### src/rtl/instr_fetch_queue_if.sv
// Fetch-to-decode handshake bundle for instr_fetch_queue.
// The slave modport is the queue's view; the master modport is the environment's view.
interface instr_fetch_queue_if #(
  parameter int WIDTH    = 32,
  parameter int PC_WIDTH = 32,
  parameter int DEPTH    = 4
);
  localparam int CNT_W = $clog2(DEPTH + 1);

  logic                flush;
  logic                in_valid;
  logic                in_ready;
  logic [WIDTH-1:0]    in_instr;
  logic [PC_WIDTH-1:0] in_pc;
  logic                out_valid;
  logic                out_ready;
  logic [WIDTH-1:0]    out_instr;
  logic [PC_WIDTH-1:0] out_pc;
  logic [CNT_W-1:0]    count;

  modport slave (
    input  flush, in_valid, in_instr, in_pc, out_ready,
    output in_ready, out_valid, out_instr, out_pc, count
  );

  modport master (
    output flush, in_valid, in_instr, in_pc, out_ready,
    input  in_ready, out_valid, out_instr, out_pc, count
  );
endinterface

### src/rtl/instr_fetch_queue.sv
// DEPTH-entry instruction/PC FIFO between fetch and decode, with flush for redirects.
// Optional zero-latency empty-queue bypass enabled by defining IFQ_BYPASS_EN.
module instr_fetch_queue #(
  parameter int WIDTH    = 32,
  parameter int PC_WIDTH = 32,
  parameter int DEPTH    = 4
) (
  input logic                  clk,
  input logic                  reset,
  instr_fetch_queue_if.slave   bus
);
  localparam int PTR_W = (DEPTH > 1) ? $clog2(DEPTH) : 1;
  localparam int CNT_W = $clog2(DEPTH + 1);
  localparam logic [CNT_W-1:0] FULL_COUNT = CNT_W'(DEPTH);

  logic [PTR_W-1:0]    r_wr_ptr;
  logic [PTR_W-1:0]    r_rd_ptr;
  logic [CNT_W-1:0]    r_count;

  logic                w_empty;
  logic                w_full;
  logic                w_bypass;
  logic                w_push;
  logic                w_pop;
  logic [WIDTH-1:0]    w_entry_instr [DEPTH];
  logic [PC_WIDTH-1:0] w_entry_pc    [DEPTH];
  logic [WIDTH-1:0]    w_head_instr;
  logic [PC_WIDTH-1:0] w_head_pc;

  assign w_empty = (r_count == '0);
  assign w_full  = (r_count == FULL_COUNT);

`ifdef IFQ_BYPASS_EN
  // Empty queue with a ready consumer: hand the instruction straight through.
  assign w_bypass = w_empty & bus.out_ready & bus.in_valid & ~bus.flush;
`else
  assign w_bypass = 1'b0;
`endif

  // A bypassed instruction is consumed without touching storage; flush drops pushes.
  assign w_push = bus.in_valid & ~w_full & ~w_bypass & ~bus.flush;
  assign w_pop  = ~w_empty & bus.out_ready;

  // Per-entry storage, written only on an accepted push into that slot.
  generate
    for (genvar gi = 0; gi < DEPTH; gi++) begin : g_entry
      logic                r_instr;
      logic [WIDTH-1:0]    r_instr_q;
      logic [PC_WIDTH-1:0] r_pc_q;
      logic                w_wr_en;

      assign w_wr_en = w_push & (r_wr_ptr == PTR_W'(gi));
      assign r_instr = 1'b0;

      always_ff @(posedge clk) begin
        if (w_wr_en) begin
          r_instr_q <= bus.in_instr;
          r_pc_q    <= bus.in_pc;
        end
      end

      assign w_entry_instr[gi] = r_instr_q;
      assign w_entry_pc[gi]    = r_pc_q;
    end
  endgenerate

  assign w_head_instr = w_entry_instr[r_rd_ptr];
  assign w_head_pc    = w_entry_pc[r_rd_ptr];

  always_ff @(posedge clk or posedge reset) begin
    if (reset) begin
      r_wr_ptr <= '0;
      r_rd_ptr <= '0;
      r_count  <= '0;
    end else if (bus.flush) begin
      r_wr_ptr <= '0;
      r_rd_ptr <= '0;
      r_count  <= '0;
    end else begin
      if (w_push) begin
        r_wr_ptr <= r_wr_ptr + PTR_W'(1);
      end
      if (w_pop) begin
        r_rd_ptr <= r_rd_ptr + PTR_W'(1);
      end
      case ({w_push, w_pop})
        2'b10:   r_count <= r_count + CNT_W'(1);
        2'b01:   r_count <= r_count - CNT_W'(1);
        default: r_count <= r_count;
      endcase
    end
  end

  always_comb begin
    bus.out_instr = '0;
    bus.out_pc    = '0;
    if (w_bypass) begin
      bus.out_instr = bus.in_instr;
      bus.out_pc    = bus.in_pc;
    end else if (!w_empty) begin
      bus.out_instr = w_head_instr;
      bus.out_pc    = w_head_pc;
    end
  end

  // in_ready ignores a same-cycle pop, so a full queue never takes a push.
  assign bus.in_ready  = ~w_full;
  assign bus.out_valid = ~w_empty | w_bypass;
  assign bus.count     = r_count;

endmodule
### src/flat_wrapper.sv
// flat-port wrapper written by rule: the top's interface ports become plain ports
module instr_fetch_queue_flat 
#(
  parameter int WIDTH    = 32,
  parameter int PC_WIDTH = 32,
  parameter int DEPTH    = 4
)
  (clk, reset, bus_flush, bus_in_valid, bus_in_instr, bus_in_pc, bus_out_ready, bus_in_ready, bus_out_valid, bus_out_instr, bus_out_pc, bus_count);
  instr_fetch_queue_if #(.WIDTH(WIDTH), .PC_WIDTH(PC_WIDTH), .DEPTH(DEPTH)) bus_i ();
  input logic clk;
  input logic reset;
  input wire logic [$bits(bus_i.flush)-1:0] bus_flush;
  input wire logic [$bits(bus_i.in_valid)-1:0] bus_in_valid;
  input wire logic [$bits(bus_i.in_instr)-1:0] bus_in_instr;
  input wire logic [$bits(bus_i.in_pc)-1:0] bus_in_pc;
  input wire logic [$bits(bus_i.out_ready)-1:0] bus_out_ready;
  output wire logic [$bits(bus_i.in_ready)-1:0] bus_in_ready;
  output wire logic [$bits(bus_i.out_valid)-1:0] bus_out_valid;
  output wire logic [$bits(bus_i.out_instr)-1:0] bus_out_instr;
  output wire logic [$bits(bus_i.out_pc)-1:0] bus_out_pc;
  output wire logic [$bits(bus_i.count)-1:0] bus_count;
  assign bus_i.flush = bus_flush;
  assign bus_i.in_valid = bus_in_valid;
  assign bus_i.in_instr = bus_in_instr;
  assign bus_i.in_pc = bus_in_pc;
  assign bus_i.out_ready = bus_out_ready;
  assign bus_in_ready = bus_i.in_ready;
  assign bus_out_valid = bus_i.out_valid;
  assign bus_out_instr = bus_i.out_instr;
  assign bus_out_pc = bus_i.out_pc;
  assign bus_count = bus_i.count;
  instr_fetch_queue #(.WIDTH(WIDTH), .PC_WIDTH(PC_WIDTH), .DEPTH(DEPTH)) u_core (.clk(clk), .reset(reset), .bus(bus_i));
endmodule
### config.mk
export PLATFORM = sky130hd
export DESIGN_NAME = instr_fetch_queue_flat
export DESIGN_NICKNAME = d
export VERILOG_FILES = /design/src/rtl/instr_fetch_queue_if.sv /design/src/rtl/instr_fetch_queue.sv /design/src/flat_wrapper.sv
export SDC_FILE = /design/constraint.sdc
export NUM_CORES = 1
export LEC_CHECK = 0
export ABC_AREA = 1
export BUFFER_PORTS_ARGS = -buffer_cell sky130_fd_sc_hd__buf_4
export CORE_MARGIN = 1
export CORE_UTILIZATION = 55
export CTS_BUF_LIST = sky130_fd_sc_hd__clkbuf_4
export DETAILED_ROUTE_END_ITERATION = 10
export PLACE_DENSITY_LB_ADDON = 0.3
export SLEW_MARGIN = 25
export SYNTH_ARGS = -nofsm -noshare
export SYNTH_HDL_FRONTEND = slang
export SYNTH_SLANG_ARGS = --single-unit
### constraint.sdc
create_clock -name clk -period 4.34 [get_ports clk]
set_clock_uncertainty 0.15 [all_clocks]
set_input_delay 0.868 -clock clk [delete_from_list [all_inputs] [get_ports clk]]
set_output_delay 0.868 -clock clk [all_outputs]
set_load 0.02 [all_outputs]
==> results.toml, run 1 <==
[status]
run_status = "finished, violations left"
failing_checks = "design-rule violations"

[grt]
global_route.overflow_total = 0
grt_first_pass_wirelength_mm = 33.0
gr-usage-all-layers = 0.223
first_global_vias = 6561
pin_count_of_the_biggest_net_entering_global_routing = 130
antenna_found_initial = 1

[floorplanning]
die_width_um = 139
die_span_in_y_um = 139
rows = 49
num_io_pins = 138
initial_cell_density_of_the_core = 0.568
die_area_sq_mm = 0.0194
placeableCoreArea_sq_mm = 0.0182

[critical_path]
worstReg2RegStart = "u_core.bus.count[0]"
crit_path_max_incr_delay_ns = 0.72
worstPathBufferInverterCount = 3
cpMostUsedCell = "buf_4"
critical_path_depth = 6
critPathSlowestCell = "inv_2"
timing.setup.critical_path_class = "reg -> out"
worst_ep_required_time_ns = 3.32
critical_path_peak_fanout = 46
crit_family = "buffers and inverters"
critPathLaunch = "u_core.bus.count[0]"
critical_path_arrival_ns = 2.77
ff2ff_path_depth = 5
start_kind = "register"
cp-end-kind = "primary output"
path_cells = "nor2_1 -> nand2_1 -> inv_2 -> buf_4 -> a21oi_1 -> buf_4"

[clock_network]
postCtsSetupBuffers = 0
clock_sinks = 263
clk_transition_reported_paths_ns = 0.06
cts-buffers-inserted = 67
cts_root_buf = "clkbuf_4"
cts_buffer_depth = 3
worst_skew_pair.late_latency_ns = 0.63
tritoncts_clock_tree = "built"
cts.htree.levels = 3

[cells_and_area]
design_area_sq_mm = 0.0123
drive_above_1_share = 0.253
final_cells = 1255
finish.net_count = 1061
util_after_layout = 0.678
synthToLayoutAreaGrowth_pct = 19.3

[sta]
setup_slack_ns = 0.551
report.final.setup_viol = 0
grt_setup_unrepaired = "false"
final_max_slew_viol_count = 0
tightest_slew_ns = 0.970
final-hold-violation-count = 0
fmax_mhz = 264
timing.slew.headroom = 0.352
worst_hold_slack_ns = 0.283
min_period_ns = 3.79
setup_total_negative_slack_ns = 0
period_share = 0.873

[power_and_ir_drop]
peakVddDrop_mv = 0.392
cellInternalPower_mw = 4.78
pwr_per_cell_area_mw_per_mm2 = 586
p_switching_mw = 2.46
switching_fraction_of_total_power = 0.339
totalPowerFinal_mw = 7.23
leakage_nw = 4.54
power_frac_clock = 0.263
comb_power_share = 0.320
pwr-share-seq = 0.417

[logic_synthesis]
synth-seq-area-share = 0.760
largest_cells_by_area_after_synthesis = "edfxtp_1 (74%), nor2_1 (9.5%), o21ai_0 (6.2%)"
synth_top_area_cell = "edfxtp_1"
yosysWarningCount = 0
syn-num-nets = 890
yosysMostFrequentCell = "nor2_1"
post_synth_most_frequent_cells = "nor2_1 (261), edfxtp_1 (256), o21ai_0 (128)"
synth-edff-count = 256
syn_avg_cell_area_sq_um = 12.7
synth.ff_latch_count = 263
synth_top_flop_cell = "edfxtp_1"
netlist_area_before_placement_sq_mm = 0.0103
yosys.area.top_type_share = 0.743
syn-instance-count = 816
synth-async-reset-ratio = 0.0266
yosys.cell_types.count = 22

[route]
drtAntennaViolNets = 0
finalWirelength_mm = 21.5
dr.pass1.iters = 9
remaining_drc_errors = 7
via_per_inst = 5.42
detail_route.iter0.violations = 476
routedWlPerCell_um = 17.1
route.vias.total = 6808

[placement]
placement.io_buffers = 137
globalplace.congestion = 0.813
post-dp-hpwl_mm = 11.2
pre_cts_ws_ns = 1.17
detailed_place.area_sq_mm = 0.0116
numPlacedInstances = 1146

[worst_hold_path]
hp-class = "in -> reg"
holdCritStartpoint = "bus_in_instr[30]"
whs_path_depth = 1

[run]
maxcap_violations = 0
-- metal layers --
metal | global-route usage | up-vias | share of wire
met1 | 0.283 | 3233 | 0.41
met5 | 0 | - | 0
li1 | - | 3260 | -
met2 | 0.368 | 278 | 0.50
met4 | 0.103 | 0 | 0.022
met3 | 0.0511 | 37 | 0.073
-- path summary, 6_finish.rpt --
path | end | slack (ns)
worst max register to register | u_core.g_entry[1].r_pc_q[19] | 1.95
worst max-delay path | bus_out_pc[20] | 0.55
worst min register to register | u_core.r_wr_ptr[0] | 0.41
max in group asynchronous | u_core.r_rd_ptr[0] | 3.20
min in group asynchronous | u_core.r_rd_ptr[0] | 0.58
worst min-delay path | u_core.g_entry[2].r_instr_q[30] | 0.28
-- layout by cell type (no fill, tap or decap), drive strengths merged --
cell         Yosys  routed
ha               4       4
dfrtp            7       7
clkinv           1      10
dlygate4sd3      0       1
diode            0       2
a21boi           1       1
o21ai          132     132
clkbuf          13      97
nand3            7       7
a21oi           66      66
buf             35     149
edfxtp         256     256
inv             15      15
nor2           261     261
xnor2            1       1
fa               1       1
nand2           16      16
-- kinds of logic after synthesis --
| logic type | count (synthesis) | synth area share |
|---|---|---|
| buf+inv | 64 | 0.0305 |
| xor+xnor | 1 | 0.000847 |
| simple gates | 284 | 0.105 |
| flops | 263 | 0.760 |
| fa+ha+maj | 5 | 0.00678 |
| compound gates | 199 | 0.0969 |
-- power groups by stage --
stage / clock, mW / combinational (mW) / sequential [mW]
after CTS: 1.95 / 2.34 / 3.02
after global placement: 0 / 2.29 / 3.06
after floorplan: 0 / 1.41 / 3.08
after detailed placement: 0 / 2.32 / 3.07
after global routing: 2.08 / 2.51 / 3.03
final: 1.90 / 2.31 / 3.02
-- state kept, by name, indices dropped and copies added, names as in the netlist --
signal                    cells
u_core.r_rd_ptr               2
u_core.r_wr_ptr               2
u_core.g_entry.r_pc_q       128
u_core.bus.count              3
u_core.g_entry.r_instr_q    128
-- what timing repair did --
item                      CTS  global route
gates resized for setup     0             0
hold buffers                1             0
hold endpoints to repair    7             0
-- final cells by class --
cell class	count	area, sq um
antenna	2	5.00
inverter	16	61.3
sequential	263	7870
multi-input combinational	489	2190
timing repair buffer	150	1170
fill	1328	5870
clock buffer	97	728
clock inverter	9	33.8
tap	229	287
Note: power is estimated with default switching activity, not from simulation.
==> run 2, diff against run 1 <==
--- a/config.mk
+++ b/config.mk
@@ -11,7 +11,7 @@
 export CORE_UTILIZATION = 55
 export CTS_BUF_LIST = sky130_fd_sc_hd__clkbuf_4
 export DETAILED_ROUTE_END_ITERATION = 10
-export PLACE_DENSITY_LB_ADDON = 0.3
+export PLACE_DENSITY = 0.77
 export SLEW_MARGIN = 25
 export SYNTH_ARGS = -nofsm -noshare
 export SYNTH_HDL_FRONTEND = slang
==> constraint.sdc (replaced) <==
create_clock -name clk -period 4.65 [get_ports clk]
set_clock_uncertainty 0.15 [all_clocks]
set_input_delay 0.93 -clock clk [delete_from_list [all_inputs] [get_ports clk]]
set_output_delay 0.93 -clock clk [all_outputs]
set_load 0.02 [all_outputs]
==> results.toml, run 2 (synthesis results as in run 1) <==
[cells_and_area]
num-fill-cells = 1315
synthToLayoutAreaGrowth_pct = 19.0
layout_commonest_cell = "nor2_1"
final_cells = 1252
drive_above_1_share = 0.256
finish.net_count = 1058
layout_common_cells = "nor2_1 (257), edfxtp_1 (256), buf_4 (147), o21ai_0 (128), clkbuf_4 (94)"

[critical_path]
worst_ep_required_time_ns = 3.57
critical_path_peak_fanout = 72
start_kind = "register"
crit-reg2reg-capture = "u_core.bus.count[2]"
worstPathBufferInverterCount = 3
critical_path_arrival_ns = 2.77
ff2ff_path_depth = 12
cp-end-kind = "primary output"
path_cells = "clkinv_2 -> buf_12 -> o21ai_0 -> a21oi_1 -> buf_4"
timing.setup.critical_path_class = "reg -> out"
worstReg2RegStart = "u_core.bus.count[0]"
crit_family = "buffers and inverters"
crit_path_max_incr_delay_ns = 0.56
reg2reg_slack_ns = 2.22
critPathSlowestCell = "clkinv_2"

[grt]
antenna_found_initial = 2
first_global_vias = 6761
grt_first_pass_wirelength_mm = 33.7
pin_count_of_the_biggest_net_entering_global_routing = 78
global_route.overflow_total = 0
gr-usage-all-layers = 0.229

[placement]
post-dp-hpwl_mm = 11.8
placement.io_buffers = 137
pre_cts_ws_ns = 1.47
numPlacedInstances = 1145
globalplace.congestion = 0.776

[status]
run_status = "finished, violations left"
failing_checks = "design-rule violations"

[clock_network]
cts.htree.levels = 3
clk_transition_reported_paths_ns = 0.06
worst_skew_pair.late_latency_ns = 0.62
post_cts.resized_instances = 0
number_of_buffers_inserted_by_hold_repair_at_cts = 0
cts_root_buf = "clkbuf_4"
tritoncts_clock_tree = "built"
cts-buffers-inserted = 66
cts_buffer_depth = 3
clock_sinks = 263
postCtsSetupBuffers = 0

[sta]
grt_setup_unrepaired = "false"
fmax_mhz = 260
min_period_ns = 3.85
report.final.setup_viol = 0
final-hold-violation-count = 0
period_share = 0.828
tightest_slew_ns = 0.972
timing.slew.headroom = 0.352
setup_slack_ns = 0.799
final_max_slew_viol_count = 0
setup_total_negative_slack_ns = 0

[floorplanning]
rows = 49
die_span_in_y_um = 139
die_area_sq_mm = 0.0194
placeableCoreArea_sq_mm = 0.0182
die_width_um = 139
num_io_pins = 138
initial_cell_density_of_the_core = 0.568

[run]
maxcap_violations = 0

[power_and_ir_drop]
power_frac_clock = 0.265
pwr-share-seq = 0.415
cellInternalPower_mw = 4.49
leakage_nw = 4.55
comb_power_share = 0.320
pwr_per_cell_area_mw_per_mm2 = 552
switching_fraction_of_total_power = 0.339
p_switching_mw = 2.31
peakVddDrop_mv = 0.309

[route]
detail_route.iter0.violations = 518
routedWlPerCell_um = 17.5
remaining_drc_errors = 18
route.vias.total = 6903
via_per_inst = 5.51
drtAntennaViolNets = 0
dr.pass1.iters = 8
finalWirelength_mm = 21.9

[worst_hold_path]
hp-class = "in -> async"
==> run 2: worst reg2reg max path: stages, from the launching register on <==
cell and delay, ns:
dfrtp_1 0.44, nor2_1 0.12, nand2_1 0.14, nand3_2 0.25
nand2_1 0.21, inv_1 0.08, fa_1 0.39, xnor2_1 0.26
inv_1 0.06, nand2_1 0.07, nand2_1 0.05, nand3_1 0.06
nand2_1 0.07
==> run 2: per-layer routing <==
layer  global-route usage  wire, um  vias up
met5                    0         0        -
li1                     -         -     3254
met3               0.0480      1540       39
met2                0.385     10900      294
met4                0.117       537        0
met1                0.282      8890     3316
==> run 2: stage by stage <==
step	total power, mW	util	hold WS [ns]	cell area, sq um
4_1_cts	6.86	0.676	0.0549	12300
2_1_floorplan	4.20	-	0.364	10300
6_report	6.80	0.676	0.0911	12300
3_3_place_gp	5.01	0.633	0.389	11500
5_1_grt	7.13	0.676	0.0810	12300
3_5_place_dp	5.04	0.633	0.400	11500
==> run 2: area by class of cell <==
| class | instances | area (sq um) | share of cell area |
|---|---|---|---|
| antenna | 2 | 5.00 | 0.000407 |
| clock buffer | 94 | 706 | 0.0573 |
| clock inverter | 11 | 67.6 | 0.00549 |
| inverter | 16 | 61.3 | 0.00498 |
| multi-input combinational | 489 | 2190 | 0.178 |
| sequential | 263 | 7870 | 0.639 |
| tap | 229 | 287 | 0.0233 |
| timing repair buffer | 148 | 1120 | 0.0913 |
==> run 2: power by group through the flow <==
| stage | registers (mW) | logic [mW] | clock network (mW) |
|---|---|---|---|
| detailed placement | 2.87 | 2.18 | 0 |
| global route | 2.83 | 2.34 | 1.96 |
| CTS | 2.82 | 2.18 | 1.86 |
| global placement | 2.86 | 2.15 | 0 |
| finish | 2.82 | 2.17 | 1.80 |
| floorplan | 2.88 | 1.32 | 0 |
==> run 2: how the worst max path moves through the flow <==
| stage | cells past startpoint | end | slack [ns] | from |
|---|---|---|---|---|
| floorplan | 3 | u_core.g_entry[0].r_instr_q[0] | 0.12 | bus_flush |
| global placement | 5 | bus_out_pc[4] | 1.55 | u_core.r_rd_ptr[0] |
| detailed placement | 5 | bus_out_pc[4] | 1.47 | u_core.r_rd_ptr[0] |
| CTS | 5 | bus_out_pc[4] | 0.79 | u_core.r_rd_ptr[0] |
| global route | 5 | bus_out_pc[4] | 0.61 | u_core.r_rd_ptr[0] |
| finish | 5 | bus_out_pc[4] | 0.80 | u_core.r_rd_ptr[0] |
